## config.mk

```make
export PLATFORM = sky130hd
export DESIGN_NAME = eth_phy_10g_rx_err_inj
export DESIGN_NICKNAME = d
export VERILOG_FILES = /design/src/rtl/eth_phy_10g_rx_err_inj.sv
export SDC_FILE = /design/constraint.sdc
export NUM_CORES = 1
export LEC_CHECK = 0
export BUFFER_PORTS_ARGS = -buffer_cell sky130_fd_sc_hd__buf_2
export CORE_MARGIN = 2
export CORE_UTILIZATION = 30
export CTS_CLUSTER_SIZE = 16
export DETAILED_ROUTE_END_ITERATION = 10
export PLACE_DENSITY_LB_ADDON = 0.15
export SLEW_MARGIN = 20
export SYNTH_ARGS = -nofsm -noshare
export SYNTH_HDL_FRONTEND = slang
export SYNTH_SLANG_ARGS = --single-unit
```

## constraint.sdc

```tcl
create_clock -name rx_clk -period 3.3 [get_ports rx_clk]
set_input_delay 0.495 -clock rx_clk [delete_from_list [all_inputs] [get_ports rx_clk]]
set_output_delay 0.495 -clock rx_clk [all_outputs]
set_load 0.1 [all_outputs]
```

## src/rtl/eth_phy_10g_rx_err_inj.sv

```systemverilog
// Sync-header / payload error injector between the SERDES RX and the 10GBASE-R PCS RX.
// Corrupts selected 66-bit blocks in one-shot or periodic bursts and counts each corrupted block.
module eth_phy_10g_rx_err_inj #(
  parameter int DATA_WIDTH = 64,
  parameter int HDR_WIDTH  = 2,
  parameter int CNT_WIDTH  = 16
) (
  input  logic                  rx_clk,
  input  logic                  rx_rst,
  input  logic [DATA_WIDTH-1:0] in_data,
  input  logic [HDR_WIDTH-1:0]  in_hdr,
  output logic [DATA_WIDTH-1:0] out_data,
  output logic [HDR_WIDTH-1:0]  out_hdr,
  output logic                  out_err,
  input  logic                  cfg_periodic,
  input  logic                  cfg_hdr_sel,
  input  logic [DATA_WIDTH-1:0] cfg_data_mask,
  input  logic [CNT_WIDTH-1:0]  cfg_gap,
  input  logic [CNT_WIDTH-1:0]  cfg_burst_len,
  input  logic                  start,
  input  logic                  stop,
  input  logic                  cnt_clr,
  output logic                  busy,
  output logic                  done,
  output logic [CNT_WIDTH-1:0]  inj_count
);

  typedef enum logic [1:0] {S_IDLE, S_WAIT, S_BURST} state_t;

  localparam logic [CNT_WIDTH-1:0] ONE = CNT_WIDTH'(1);

  state_t                state, state_nxt;
  logic [CNT_WIDTH-1:0]  cnt, cnt_nxt;
  logic                  done_nxt;
  logic                  periodic_q, hdr_sel_q;
  logic [DATA_WIDTH-1:0] mask_q;
  logic [CNT_WIDTH-1:0]  gap_q, len_q;
  logic                  accept, corrupt;
  logic [HDR_WIDTH-1:0]  hdr_bad;

  assign accept  = (state == S_IDLE) && start && !stop;
  // The block sampled alongside stop always passes through untouched.
  assign corrupt = (state == S_BURST) && !stop;
  assign busy    = (state != S_IDLE);
  // cnt restarts at 0 on every burst, so its LSB gives the ones/zeros alternation.
  assign hdr_bad = hdr_sel_q ? ~in_hdr : (cnt[0] ? '0 : '1);

  always_comb begin
    state_nxt = state;
    cnt_nxt   = cnt;
    done_nxt  = 1'b0;
    if (stop) begin
      state_nxt = S_IDLE;
      cnt_nxt   = '0;
    end else begin
      case (state)
        S_IDLE: begin
          if (start) begin
            // Config is latched on this same edge, so decide from the live input.
            state_nxt = (cfg_gap == '0) ? S_BURST : S_WAIT;
            cnt_nxt   = '0;
          end
        end
        S_WAIT: begin
          if (cnt == gap_q - ONE) begin
            state_nxt = S_BURST;
            cnt_nxt   = '0;
          end else begin
            cnt_nxt = cnt + ONE;
          end
        end
        S_BURST: begin
          if (cnt == len_q - ONE) begin
            cnt_nxt = '0;
            if (periodic_q) begin
              state_nxt = (gap_q == '0) ? S_BURST : S_WAIT;
            end else begin
              state_nxt = S_IDLE;
              done_nxt  = 1'b1;
            end
          end else begin
            cnt_nxt = cnt + ONE;
          end
        end
        default: begin
          state_nxt = S_IDLE;
          cnt_nxt   = '0;
        end
      endcase
    end
  end

  always_ff @(posedge rx_clk or negedge rx_rst) begin
    if (!rx_rst) begin
      state <= S_IDLE;
      cnt   <= '0;
      done  <= 1'b0;
    end else begin
      state <= state_nxt;
      cnt   <= cnt_nxt;
      done  <= done_nxt;
    end
  end

  always_ff @(posedge rx_clk or negedge rx_rst) begin
    if (!rx_rst) begin
      periodic_q <= 1'b0;
      hdr_sel_q  <= 1'b0;
      mask_q     <= '0;
      gap_q      <= '0;
      len_q      <= '0;
    end else if (accept) begin
      periodic_q <= cfg_periodic;
      hdr_sel_q  <= cfg_hdr_sel;
      mask_q     <= cfg_data_mask;
      gap_q      <= cfg_gap;
      len_q      <= (cfg_burst_len == '0) ? ONE : cfg_burst_len;
    end
  end

  always_ff @(posedge rx_clk or negedge rx_rst) begin
    if (!rx_rst) begin
      out_data <= '0;
      out_hdr  <= '0;
      out_err  <= 1'b0;
    end else begin
      out_data <= corrupt ? (in_data ^ mask_q) : in_data;
      out_hdr  <= corrupt ? hdr_bad : in_hdr;
      out_err  <= corrupt;
    end
  end

  always_ff @(posedge rx_clk or negedge rx_rst) begin
    if (!rx_rst)
      inj_count <= '0;
    else if (cnt_clr)
      inj_count <= '0;
    else if (corrupt && (inj_count != '1))
      inj_count <= inj_count + ONE;
  end

endmodule
```

## After elaboration in Yosys (flattened, before gate mapping)

Cells that the tools add are included.

- Flip-flop bits (word level): 200
- Output and inout bits: 85
- Logic and storage cells: 62

- Add/subtract/negate cells: 4
- Equal/unequal tests: 8
- Mux-type cells: 24
- Bitwise operators: 2
- Reduce and logical (&&, ||, !) cells: 12

Operators with widths:

| operator | count |
|---|---|
| 16-bit 2-to-1 mux | 7 |
| 64-bit 2-to-1 mux | 1 |
| 64-bit bitwise XOR | 1 |
| 16-bit logical NOT | 3 |
| 16-bit case mux with 3 select lines | 1 |
| 16-bit by 1-bit adder with 16-bit output, second input constant | 2 |
| 16-bit equality test | 2 |
| 16-bit by 1-bit subtractor with 16-bit output, second input constant | 2 |
| 2-bit 2-to-1 mux | 10 |
| 16-bit != test, second input constant | 1 |
| 3-bit != test, second input constant | 2 |
| 2-bit case mux with 3 select lines | 1 |
| 1-bit logical AND | 4 |
| 1-bit 2-to-1 mux | 4 |
| 2-bit nonzero test | 2 |
| 3-bit by 2-bit != test with 1-bit output, second input constant | 1 |
| 3-bit AND reduction | 1 |
| 2-bit by 1-bit equality test with 1-bit output, second input constant | 1 |
| 2-bit equality test, second input constant | 1 |
| 2-bit logical NOT | 1 |
| 2-bit inverter | 1 |
| 1-bit logical NOT | 1 |

## Logic depth before layout (Yosys ltp)

Gate-level depths: netlist (run 1).

- Depth after elaboration: 6
- Gate-level depth with buffers: 11
- Gate-level depth less buffers: 10

## Worst setup path before layout (run 1)

No wires, ideal clock.

- Kind: register to register
- From: reg inj_count[0]
- To: reg inj_count[15]
- Setup time: 74 ps
- Arrival time: 2752 ps
- Data required time: 3226 ps
- Path slack: 475 ps
- Stages on the path, launching flop included: 10
- Path buffers: 0
- Cells stage by stage: dfrtp_1 -> ha_1 -> nand4_1 -> nor3_1 -> a41oi_1 -> nand4_1 -> nor2_1 -> nand3_1 -> xor2_1 -> nor2_1

- Cells in the longest elaborated chain, start to end: 3
- Elaborated cells between the ends (all ways): 6
- Those cells by class: 1 x add/sub; 1 x eq/ne; 2 x mux; 2 x reduce/logical

RTL lines:

| element | RTL line | source |
|---|---|---|
| start, declared | 25 | `output logic [CNT_WIDTH-1:0] inj_count` |
| start signal, assigned | 139 | `inj_count <= inj_count + ONE;` |
| 16-bit by 1-bit adder with 16-bit output or 16-bit != test (tied branches) | 139, 138 |  |
| 16-bit 2-to-1 mux or 1-bit logical AND (tied branches) | 138 | `else if (corrupt && (inj_count != '1))` |
| 16-bit 2-to-1 mux or 2-bit nonzero test (tied branches) | n/a |  |

Parallel ways exist; a longest one is shown, timed or not. The select of a mux whose other input is x is not followed.
A chain may end at the register's enable or synchronous reset.

## Worst setup path after layout (run 1)

- From: reg gap_q[2]
- To: reg cnt[0]

- Cells in the longest elaborated chain, start to end: 5

RTL lines:

| element | RTL line | source |
|---|---|---|
| start, declared | 37 | `logic [CNT_WIDTH-1:0] gap_q, len_q;` |
| start signal, assigned | 116 | `gap_q <= cfg_gap;` |
| 16-bit by 1-bit subtractor with 16-bit output | 65 | `if (cnt == gap_q - ONE) begin` |
| 16-bit equality test | 65 |  |
| 16-bit 2-to-1 mux | 65 |  |
| 16-bit case mux with 3 select lines | 56 | `case (state)` |
| 16-bit 2-to-1 mux | 52 | `if (stop) begin` |
| end signal, assigned | 100 | `cnt <= cnt_nxt;` |
| end, declared | 33 | `logic [CNT_WIDTH-1:0] cnt, cnt_nxt;` |

No other way between the ends.

==> summary.md, run 1 <==
| Metric | Value |
|---|---|
| Critical Path Start Type | flop |
| FMAX | 336 MHz |
| DRT iter0 DRCs | 261 |
| Max-cap violation count | 0 |
| # placed instances | approximately 1500 |
| Cell Area, Synth | between 9000 and 10000 um2 |
| Post-Synthesis Cells | 838 |
| Busiest grt layer | met2 |
| Worst Tran Pin Value | ~0.78 ns |
| CTS tree | built |
| Synth Net Count | 1015 |
| Via density per instance | 4.70 |
| Reg area | 5000 um2 |
| Crit-path max cell delay | 0.62 ns |
| Hold Fails Final Rpt | 0 |
| Starting Density | 30.6% |
| Synthesized area per cell | 11.3 um2 |
| H-tree Lvls | 4 |
| CP required | 3.62 ns |
| Final Setup Violations | 0 |
| Clk buf depth | 2 |
| Largest net degree at the start of global routing | 87 |
| Post-CTS Hold Buffers | 0 |
| Gr usage total | 15.6% |
| NumNets Final | 1258 |
| FFs w/ async S/R, synth | 100% |
| Power per cell area | 803 nW/um2 |
| Clock-pin transition on the worst setup and hold timing paths | 0.08 ns |
| Crit-path cells | or4_4 -> or4_4 -> xnor2_2 -> nand4b_1 -> nor4_2 -> o22ai_1 -> buf_4 -> nand2b_1 -> o21ai_0 |
| Share of layout cells above drive strength 1 | about 38% |
| Final min period | 2.98 ns |
| Fin Clk Skew | 0.0136 ns |
| Final period util | between 90% and 100% |
| Maximum vdd drop | 0.456 mV |
| Remaining routing DRC violations | 0 |
| Fin util | a little under two fifths |
| WP data arrival | between 3 and 4 ns |
| Root Buffer | clkbuf_16 |
| Drt total wl | 24900 um |
| 1st-pass router iterations | 4 |
| Warnings, synthesis | 0 |
| Setup TNS | 0 ns |
| Area contributors post-synth | dfrtp_1 (53%), mux2_2 (12%), xnor2_1 (8.3%) |
| CP Capture Type | flop |
| Netlist cell types | 63 |
| Die outline width | 181 um |
| Core area | 30800 um2 |
| # port buffers | 253 |
| Final-report max-slew violation count | 0 |
| Routability cong. | between 0.8 and 0.9 |
| Critical path class | reg2reg |
| RSZ-0062 raised after global routing | false |
| Crit path buf inv count | 1 |
| FF+latch count, synth | 200 |
| Max_slew headroom | about 48% |
| Postcts setup bufs | 0 |
| Synth Flop Type | dfrtp_1 |
| Num CTS Buffers | 17 |
| Met3 usage | 6.06% |
| DR vias | about 7000 |
| Fill count | a little over 3000 |
| Post-synth EDFFs | 0 |
| Class of the worst hold path | in2async |
| Syn-to-layout area delta | 25.3% |
| FP Rows | 64 |
| Global route overflow | 0 |
| Number of global-route vias before repair | 7199 |
| Yosys top cell area share | between 50% and 60% |
| Fin cells | between 1000 and 1500 |
| Die area | approximately 33000 um2 |
| Io pins | 254 |
| Post-synthesis sequential area ratio | 53.0% |
| CP top delay family | simple AND/OR/NAND/NOR gates |
| Area of the multi-input gates | ~4200 um2 |
| Crit-path slowest cell | or4_4 |
| CP Max Fanout | 11 |
| Leakage | 5.20 nW |
| CTS sink count | 200 |
| Met2 Usage GRT | between 20% and 30% |
| Drt wl/cell | 16.7 um |
| Wire length of the first global-routing pass | 40200 um |
| Initial antenna violation count | 7 |
| Die Ht | 181 um |
| Met1 usage | roughly 20% |
| CP most frequent cell | or4_4 |
| Post-route ant nets | 0 |
| Skew-Pair Late Insertion Delay | 0.45 ns |
| Post-cts resize count | 0 |
| Hpwl dp | about 18000 um |
| Outcome | finished clean |
| Cell taking the most area after synthesis | dfrtp_1 |
through the flow:
step	total power (W)	worst slack [ns]	cell area [um2]	hold WS (ns)
after floorplan	0.00649	0.475	9450	0.199
after global placement	0.00730	0.375	11200	0.487
after detailed placement	0.00734	0.322	11200	0.493
after CTS	0.00965	0.311	11800	0.125
after global routing	0.0101	0.0165	11800	0.131
final	0.00951	0.321	11800	0.0680
cell type report:
cell class                 count  area share [%]
antenna                        3          0.0634
clock buffer                  20            3.86
clock inverter                12            1.37
inverter                      24           0.761
multi-input combinational    570            35.3
sequential                   200            42.3
tap                          396            4.19
timing repair buffer         268            12.1
per-layer routing:
layer	vias up	wire length, um
li1	3399	-
met1	3388	10900
met2	208	11500
met3	22	2150
met4	4	384
met5	-	25
kinds of logic (layout without fill, tap and decap cells):
group	Yosys count	count (layout)	synth area share [%]
AND/OR/NAND/NOR	265	265	14.5
flip-flops	200	200	53.0
XOR/XNOR	114	114	10.7
multiplexers	102	102	12.1
AO/OA/AOI/OAI	81	81	5.86
buffers and inverters	68	324	2.82
adder cells (fa/ha/maj)	8	8	1.06
other	0	3	0
power breakdown:
| part | internal [W] | switching (W) | leakage (nW) |
|---|---|---|---|
| registers | 0.00320 | 0.000629 | 2.42 |
| logic | 0.00132 | 0.00212 | 2.48 |
| clock network | 0.00125 | 0.000994 | 0.298 |
| total | 0.00576 | 0.00374 | 5.20 |
cells in the mapped netlist (12+ instances only):
cell	count
dfrtp_1	200
o21ai_0	13
nor3_1	19
nor2_1	31
nor4_1	12
nand4_1	17
inv_1	24
nand3_1	26
mux2_2	99
xnor2_1	89
xor2_1	24
a21oi_1	17
nand2_1	97
clkbuf_1	34
path summary, 6_finish.rpt:
kind	from	endpoint	slack (ns)	cells after the start
max	gap_q[2]	cnt[0]	0.32	9
min	rx_rst	len_q[0]	0.07	1
max reg2reg	gap_q[2]	cnt[0]	0.32	9
min reg2reg	mask_q[13]	mask_q[13]	0.51	1
max in group asynchronous	rx_rst	mask_q[26]	2.37	2
min in group rx_clk	in_data[34]	out_data[34]	0.22	2
cell usage in the layout (no fill, tap or decap), drive strengths merged, types with 7 or more instances in the layout:
cell    Yosys  layout
nand2b      7       7
inv        24      28
xor2       24      24
a21oi      17      17
nor2       31      31
nor4       15      15
and3        8       8
nand3      26      26
nand4      17      17
mux2       99      99
nor3       19      19
clkbuf     34      21
dfrtp     200     200
o21ai      13      13
or3         8       8
ha          8       8
xnor2      90      90
buf        10     267
o22ai       8       8
nand2      97      97
worst register-to-register path, stage by stage, from the launching register on:
cell and delay [ns]:
dfrtp_1 0.50, or4_4 0.62, or4_4 0.51, xnor2_2 0.13, nand4b_1 0.12, nor4_2 0.25, o22ai_1 0.17, buf_4 0.20
nand2b_1 0.23, o21ai_0 0.11
state kept, by name, summed over array words and instances (netlist names):
register,flops
out_hdr,2
cnt,16
len_q,16
done,1
gap_q,16
hdr_sel_q,1
out_err,1
state,2
periodic_q,1
mask_q,64
inj_count,16
out_data,64
Note: power is estimated with default switching activity, not from simulation.
==> run 2, diff against run 1 <==
--- a/config.mk
+++ b/config.mk
@@ -10,7 +10,7 @@
 export CORE_UTILIZATION = 30
 export CTS_CLUSTER_SIZE = 16
 export DETAILED_ROUTE_END_ITERATION = 10
-export PLACE_DENSITY_LB_ADDON = 0.15
+export PLACE_DENSITY = 0.56
 export SLEW_MARGIN = 20
 export SYNTH_ARGS = -nofsm -noshare
 export SYNTH_HDL_FRONTEND = slang
==> run 2 against run 1 <==
  * Non-clock buffer count is 5 higher
  * Power is 0.64% lower
  * Setup slack better by 0.027 ns
  * Fmax up 0.90%
  * Highest routed layer is now met4
==> summary.md, run 2 (same netlist as run 1, synthesis figures left out) <==
| Metric | Value |
|---|---|
| # port buffers | 253 (unchanged) |
| Die outline width | 181 um (unchanged) |
| Io pins | 254 (unchanged) |
| CTS sink count | 200 (unchanged) |
| Commonest non-fill, non-tap cell in the layout | buf_2 (unchanged) |
| Clock-pin transition on the worst setup and hold timing paths | 0.08 ns (about the same) |
| Hold Fails Final Rpt | 0 (unchanged) |
| RSZ-0062 raised after global routing | false (unchanged) |
| Power per cell area | 798 nW/um2 (was 803 nW/um2) |
| Post-route ant nets | 0 (unchanged) |
| Gr usage total | 15.1% (was 15.6%) |
| Die Ht | 181 um (unchanged) |
| Die area | 32900 um2 (unchanged) |
| Root Buffer | clkbuf_16 (unchanged) |
| Number of global-route vias before repair | 7294 (was 7199) |
| CP Max Fanout | 14 (was 11) |
| PnR Total Power | 0.00945 W (was 0.00951 W) |
| WHS | 0.0605 ns (was 0.0680 ns) |
| Final min period | 2.95 ns (was 2.98 ns) |
| Skew-Pair Late Insertion Delay | 0.45 ns (about the same) |
| Global route overflow | 0 (unchanged) |
| Final period util | 89.5% (was 90.3%) |
| Num CTS Buffers | 17 (unchanged) |
| Final Setup Violations | 0 (unchanged) |
| Area of the multi-input gates | 4180 um2 (unchanged) |
| Routability cong. | 0.833 (was 0.832) |
| Largest registers | mask_q (64), out_data (64) (unchanged) |
| Postcts setup bufs | 0 (unchanged) |
| Fill count | 3089 (was 3065) |
| Outcome | finished clean (unchanged) |
| Hpwl dp | 17600 um (was 18100 um) |
| Fin Clk Skew | 0.0116 ns (was 0.0136 ns) |
| Max-cap violation count | 0 (unchanged) |
| Starting Density | 30.6% (unchanged) |
| Remaining routing DRC violations | 0 (unchanged) |
| DRT iter0 DRCs | 408 (was 261) |
| FP Rows | 64 (unchanged) |
| Clk buf depth | 2 (unchanged) |
| DR vias | 7025 (was 7021) |
| Antenna Cells | 0 (was 3) |
| 1st-pass router iterations | 4 (unchanged) |
| CP required | 3.62 ns (about the same) |
| NumNets Final | 1263 (was 1258) |
| WP data arrival | 3.27 ns (was 3.30 ns) |
| Initial antenna violation count | 0 (was 7) |
| Worst Tran Pin Value | 0.720 ns (was 0.781 ns) |
| Syn-to-layout area delta | 25.2% (was 25.3%) |
| Drt wl/cell | 16.0 um (was 16.7 um) |
| Largest net degree at the start of global routing | 116 (was 87) |
| Via density per instance | 4.70 (about the same) |
| H-tree Lvls | 4 (unchanged) |
| Setup TNS | 0 ns (unchanged) |
| CP Capture Type | flop (unchanged) |
| Drt total wl | 23900 um (was 24900 um) |
| Critical path class | reg2reg (unchanged) |
| Wire length of the first global-routing pass | 39100 um (was 40200 um) |
| Max_slew headroom | 52.0% (was 48.0%) |
| Reg area | 5000 um2 (unchanged) |
| Core area | 30800 um2 (unchanged) |
| Maximum vdd drop | 0.422 mV (was 0.456 mV) |
| Cell Area, Placed | 11200 um2 (about the same) |
| CTS tree | built (unchanged) |
| Final-report max-slew violation count | 0 (unchanged) |
| Share of layout cells above drive strength 1 | 38.1% (was 37.8%) |
| FMAX | 339 MHz (was 336 MHz) |
| Critical Path Start Type | flop (unchanged) |
| Class of the worst hold path | in2async (unchanged) |
| Worst Reg-to-Reg Cells | 9 (unchanged) |
| Design Area, Final | 11800 um2 (about the same) |
| Most frequent cells in the layout | buf_2 (252), dfrtp_1 (200), mux2_2 (99) (unchanged) |
| Leakage | 5.22 nW (was 5.20 nW) |
run 2: metal layers:
layer | track usage (%) | routed length (um) | vias to the layer above
met5 | 0 | 0 | -
met4 | 4.81 | 310 | 0
met3 | 5.05 | 1880 | 14
met2 | 24.6 | 11300 | 210
met1 | 19.0 | 10400 | 3400
li1 | - | - | 3401
run 2: critical path, cell delays in order (launching register included):
cell      delay, ns
dfrtp_1        0.44
or4_4          0.58
or4_1          0.43
xnor2_1        0.19
o311a_1        0.19
and4_1         0.28
o22ai_1        0.11
buf_4          0.21
nand2b_1       0.24
o22ai_1        0.14
run 2: repair_timing:
action,in CTS,in global routing
hold buffers,0,0
endpoints found under the setup margin,0,2
gates resized for setup,0,1
endpoints found under the hold margin,0,0
run 2: cell type report:
| cell class | instances | share of cell area, % |
|---|---|---|
| flip-flops and latches | 200 | 42.3 |
| clock buffers | 20 | 3.95 |
| repair buffers | 273 | 12.4 |
| multi-input cells | 570 | 35.3 |
| inverters | 24 | 0.762 |
| well taps | 396 | 4.19 |
| clock inverters | 12 | 1.10 |
run 2: power breakdown:
group | internal (W) | leakage [nW] | switching, W
logic | 0.00133 | 2.50 | 0.00215
clock network | 0.00113 | 0.291 | 0.00101
registers | 0.00320 | 2.42 | 0.000622
run 2: through the flow:
stage | setup slack [ns] | cells | utilization, %
floorplan | 0.475 | 838 | -
global placement | 0.400 | 1463 | 36.4
detailed placement | 0.323 | 1463 | 36.4
CTS | 0.289 | 1495 | 38.4
global route | 0.121 | 1495 | 38.4
finish | 0.347 | 1495 | 38.4
run 2: worst paths after layout:
check / from / endpoint / slack (ns)
setup / recovery: len_q[1] / cnt[2] / 0.35
hold / removal: rx_rst / len_q[15] / 0.06
setup reg to reg: len_q[1] / cnt[2] / 0.35
hold reg to reg: mask_q[58] / mask_q[58] / 0.51
max in group asynchronous: rx_rst / mask_q[42] / 2.61
min in group rx_clk: in_data[29] / out_data[29] / 0.22
==> run 3, diff against run 2 <==
--- a/config.mk
+++ b/config.mk
@@ -6,11 +6,11 @@
 export NUM_CORES = 1
 export LEC_CHECK = 0
 export BUFFER_PORTS_ARGS = -buffer_cell sky130_fd_sc_hd__buf_2
-export CORE_MARGIN = 2
-export CORE_UTILIZATION = 30
+export CORE_MARGIN = 8
+export CORE_UTILIZATION = 53
 export CTS_CLUSTER_SIZE = 16
 export DETAILED_ROUTE_END_ITERATION = 10
-export PLACE_DENSITY = 0.56
+export PLACE_DENSITY = 0.85
 export SLEW_MARGIN = 20
 export SYNTH_ARGS = -nofsm -noshare
 export SYNTH_HDL_FRONTEND = slang
==> run 3 against run 2 <==
  * Fmax down 1.1%
  * Die area decreased by 32%
  * Via count is 3.4% higher
  * Setup slack got worse by 0.033 ns
  * Critical path type unchanged
  * Largest cell class unchanged
  * Largest power group unchanged
==> summary.md, run 3 (same netlist as run 1, synthesis figures left out) <==
| Metric | Value |
|---|---|
| DR vias | 7264 (was 7025) |
| Met3 usage | 8.04% (was 5.05%) |
| Outcome | finished clean (unchanged) |
| CP required | 3.59 ns (was 3.62 ns) |
| FMAX | 335 MHz (was 339 MHz) |
| DRT iter0 DRCs | 456 (was 408) |
| Maximum vdd drop | 0.505 mV (was 0.422 mV) |
| Most frequent cells in the layout | buf_2 (252), dfrtp_1 (200), mux2_2 (99) (unchanged) |
| Skew-Pair Late Insertion Delay | 0.44 ns (was 0.45 ns) |
| Flop pwr share | 40.8% (was 40.5%) |
| Max-cap violation count | 0 (unchanged) |
| WP data arrival | 3.28 ns (was 3.27 ns) |
| Drt wl/cell | 17.9 um (was 16.0 um) |
| Fin util | 65.6% (was 38.4%) |
| Die Ht | 149 um (was 181 um) |
| Syn-to-layout area delta | 23.1% (was 25.2%) |
| Routability cong. | 0.885 (was 0.833) |
| Class of the worst hold path | in2async (unchanged) |
| Via density per instance | 5.47 (was 4.70) |
| Critical Path Start Type | flop (unchanged) |
| WHS | 0.0750 ns (was 0.0605 ns) |
| Global route overflow | 0 (unchanged) |
| Net Sw Power | 0.00379 W (was 0.00378 W) |
| Met2 Usage GRT | 36.8% (was 24.6%) |
| Root Buffer | clkbuf_16 (unchanged) |
| Initial antenna violation count | 4 (was 0) |
| Worst Tran Pin Value | 0.640 ns (was 0.720 ns) |
| Clk buf depth | 2 (unchanged) |
| Combinational share of power | 37.0% (was 36.8%) |
| CP Max Fanout | 22 (was 14) |
| Final period util | 90.5% (was 89.5%) |
| Sw frac | 40.3% (was 40.1%) |
| Die outline width | 149 um (was 181 um) |
| Setup WS post-layout | 0.315 ns (was 0.347 ns) |
| Hpwl dp | 18000 um (was 17600 um) |
| Remaining routing DRC violations | 0 (unchanged) |
| Commonest non-fill, non-tap cell in the layout | buf_2 (unchanged) |
| Leakage | 5.21 nW (was 5.22 nW) |
| RSZ-0062 raised after global routing | false (unchanged) |
| Number of global-route vias before repair | 7502 (was 7294) |
| Busiest grt layer | met2 (unchanged) |
| CTS tree | built (unchanged) |
| Die area | 22300 um2 (was 32900 um2) |
| FP Rows | 49 (was 64) |
| Critical path class | reg2reg (unchanged) |
| Num CTS Buffers | 17 (unchanged) |
| Clock power share | 22.2% (was 22.7%) |
| Largest registers | mask_q (64), out_data (64) (unchanged) |
| CTS sink count | 200 (unchanged) |
| Io pins | 254 (unchanged) |
| Share of layout cells above drive strength 1 | 38.0% (was 38.1%) |
| NumNets Final | 1261 (was 1263) |
| Fill count | 1352 (was 3089) |
| Gr usage total | 21.6% (was 15.1%) |
| Post-route ant nets | 0 (unchanged) |
| Clock-pin transition on the worst setup and hold timing paths | 0.08 ns (about the same) |
| Setup TNS | 0 ns (unchanged) |
| Largest net degree at the start of global routing | 77 (was 116) |
| Max_slew headroom | 57.3% (was 52.0%) |
| Final-report max-slew violation count | 0 (unchanged) |
| Pre-CTS setup slack | 0.229 ns (was 0.323 ns) |
| Final Setup Violations | 0 (unchanged) |
| Starting Density | 53.3% (was 30.6%) |
| Wire length of the first global-routing pass | 38000 um (was 39100 um) |
| 1st-pass router iterations | 5 (was 4) |
| Power Internal | 0.00562 W (was 0.00566 W) |
| Final min period | 2.99 ns (was 2.95 ns) |
| Power per cell area | 809 nW/um2 (was 798 nW/um2) |
| H-tree Lvls | 4 (unchanged) |
| Fin Clk Skew | 0.0148 ns (was 0.0116 ns) |
| Met1 usage | 23.9% (was 19.0%) |
| Drt total wl | 23800 um (was 23900 um) |
| CP Capture Type | flop (unchanged) |
| Hold Fails Final Rpt | 0 (unchanged) |
| # port buffers | 253 (unchanged) |
| Core area | 17700 um2 (was 30800 um2) |
## run 3: cell types whose count changed in the layout (fill, tap and decap cells not counted), sizes merged
| cell | before | now |
|---|---|---|
| clkinv | 2 | 6 |
| clkbuf | 21 | 18 |
| buf | 272 | 270 |
| diode | 0 | 2 |
| clkinvlp | 2 | 1 |
| inv | 31 | 30 |
## run 3: per-stage QoR
stage               cells  total power (W)  area, um2
finish               1327          0.00940      11600
global route         1327          0.00990      11600
CTS                  1324          0.00945      11600
detailed placement   1293          0.00734      11000
global placement     1293          0.00721      11000
floorplan             838          0.00649       9450
## run 3: repair_timing
item / 4_1_cts / 5_1_grt
hold endpoints to repair: 0 / 0
hold buffers: 0 / 0
buffers inserted: 0 / 1
gates resized for setup: 0 / 1
setup endpoints to repair: 0 / 7
## run 3: routing by layer
metal,routed length [um],part of all wire [%]
met5,20,0.084
met3,2140,9.0
met2,12000,51
met1,8880,37
met4,716,3.0
## run 3: final timing paths
check                             from            to  slack, ns  cells after the start
max                           gap_q[2]       cnt[11]       0.31                      9
min                             rx_rst        cnt[5]       0.07                      1
max reg2reg                   gap_q[2]       cnt[11]       0.31                      9
min reg2reg                 mask_q[63]    mask_q[63]       0.51                      1
max in group asynchronous       rx_rst  out_data[35]       2.38                      2
min in group rx_clk        in_data[31]  out_data[31]       0.23                      2
## run 3: critical path, stage by stage (launching register included)
cell and delay [ns]:
dfrtp_1 0.50, or4_4 0.61, or4_4 0.51, xnor2_2 0.13
nand4b_1 0.12, nor4_2 0.22, o22ai_1 0.14, buf_4 0.22
nand2b_1 0.25, o22ai_1 0.13
## run 3: cell type report
class	count	area (um2)	area share (%)
Clock inverter	14	180	1.55
Sequential cell	200	5000	43.1
Antenna cell	2	5.00	0.0431
Clock buffer	17	425	3.66
Inverter	24	90.1	0.775
Timing Repair Buffer	271	1450	12.5
Tap cell	229	287	2.46
Multi-Input combinational cell	570	4190	36.0
## run 3: power groups by stage
stage	Combinational [W]	Clock, W	Sequential (W)
4_1_cts	0.00349	0.00214	0.00382
3_5_place_dp	0.00347	0	0.00387
6_report	0.00348	0.00209	0.00384
3_3_place_gp	0.00339	0	0.00382
5_1_grt	0.00372	0.00223	0.00395
2_1_floorplan	0.00191	0	0.00458
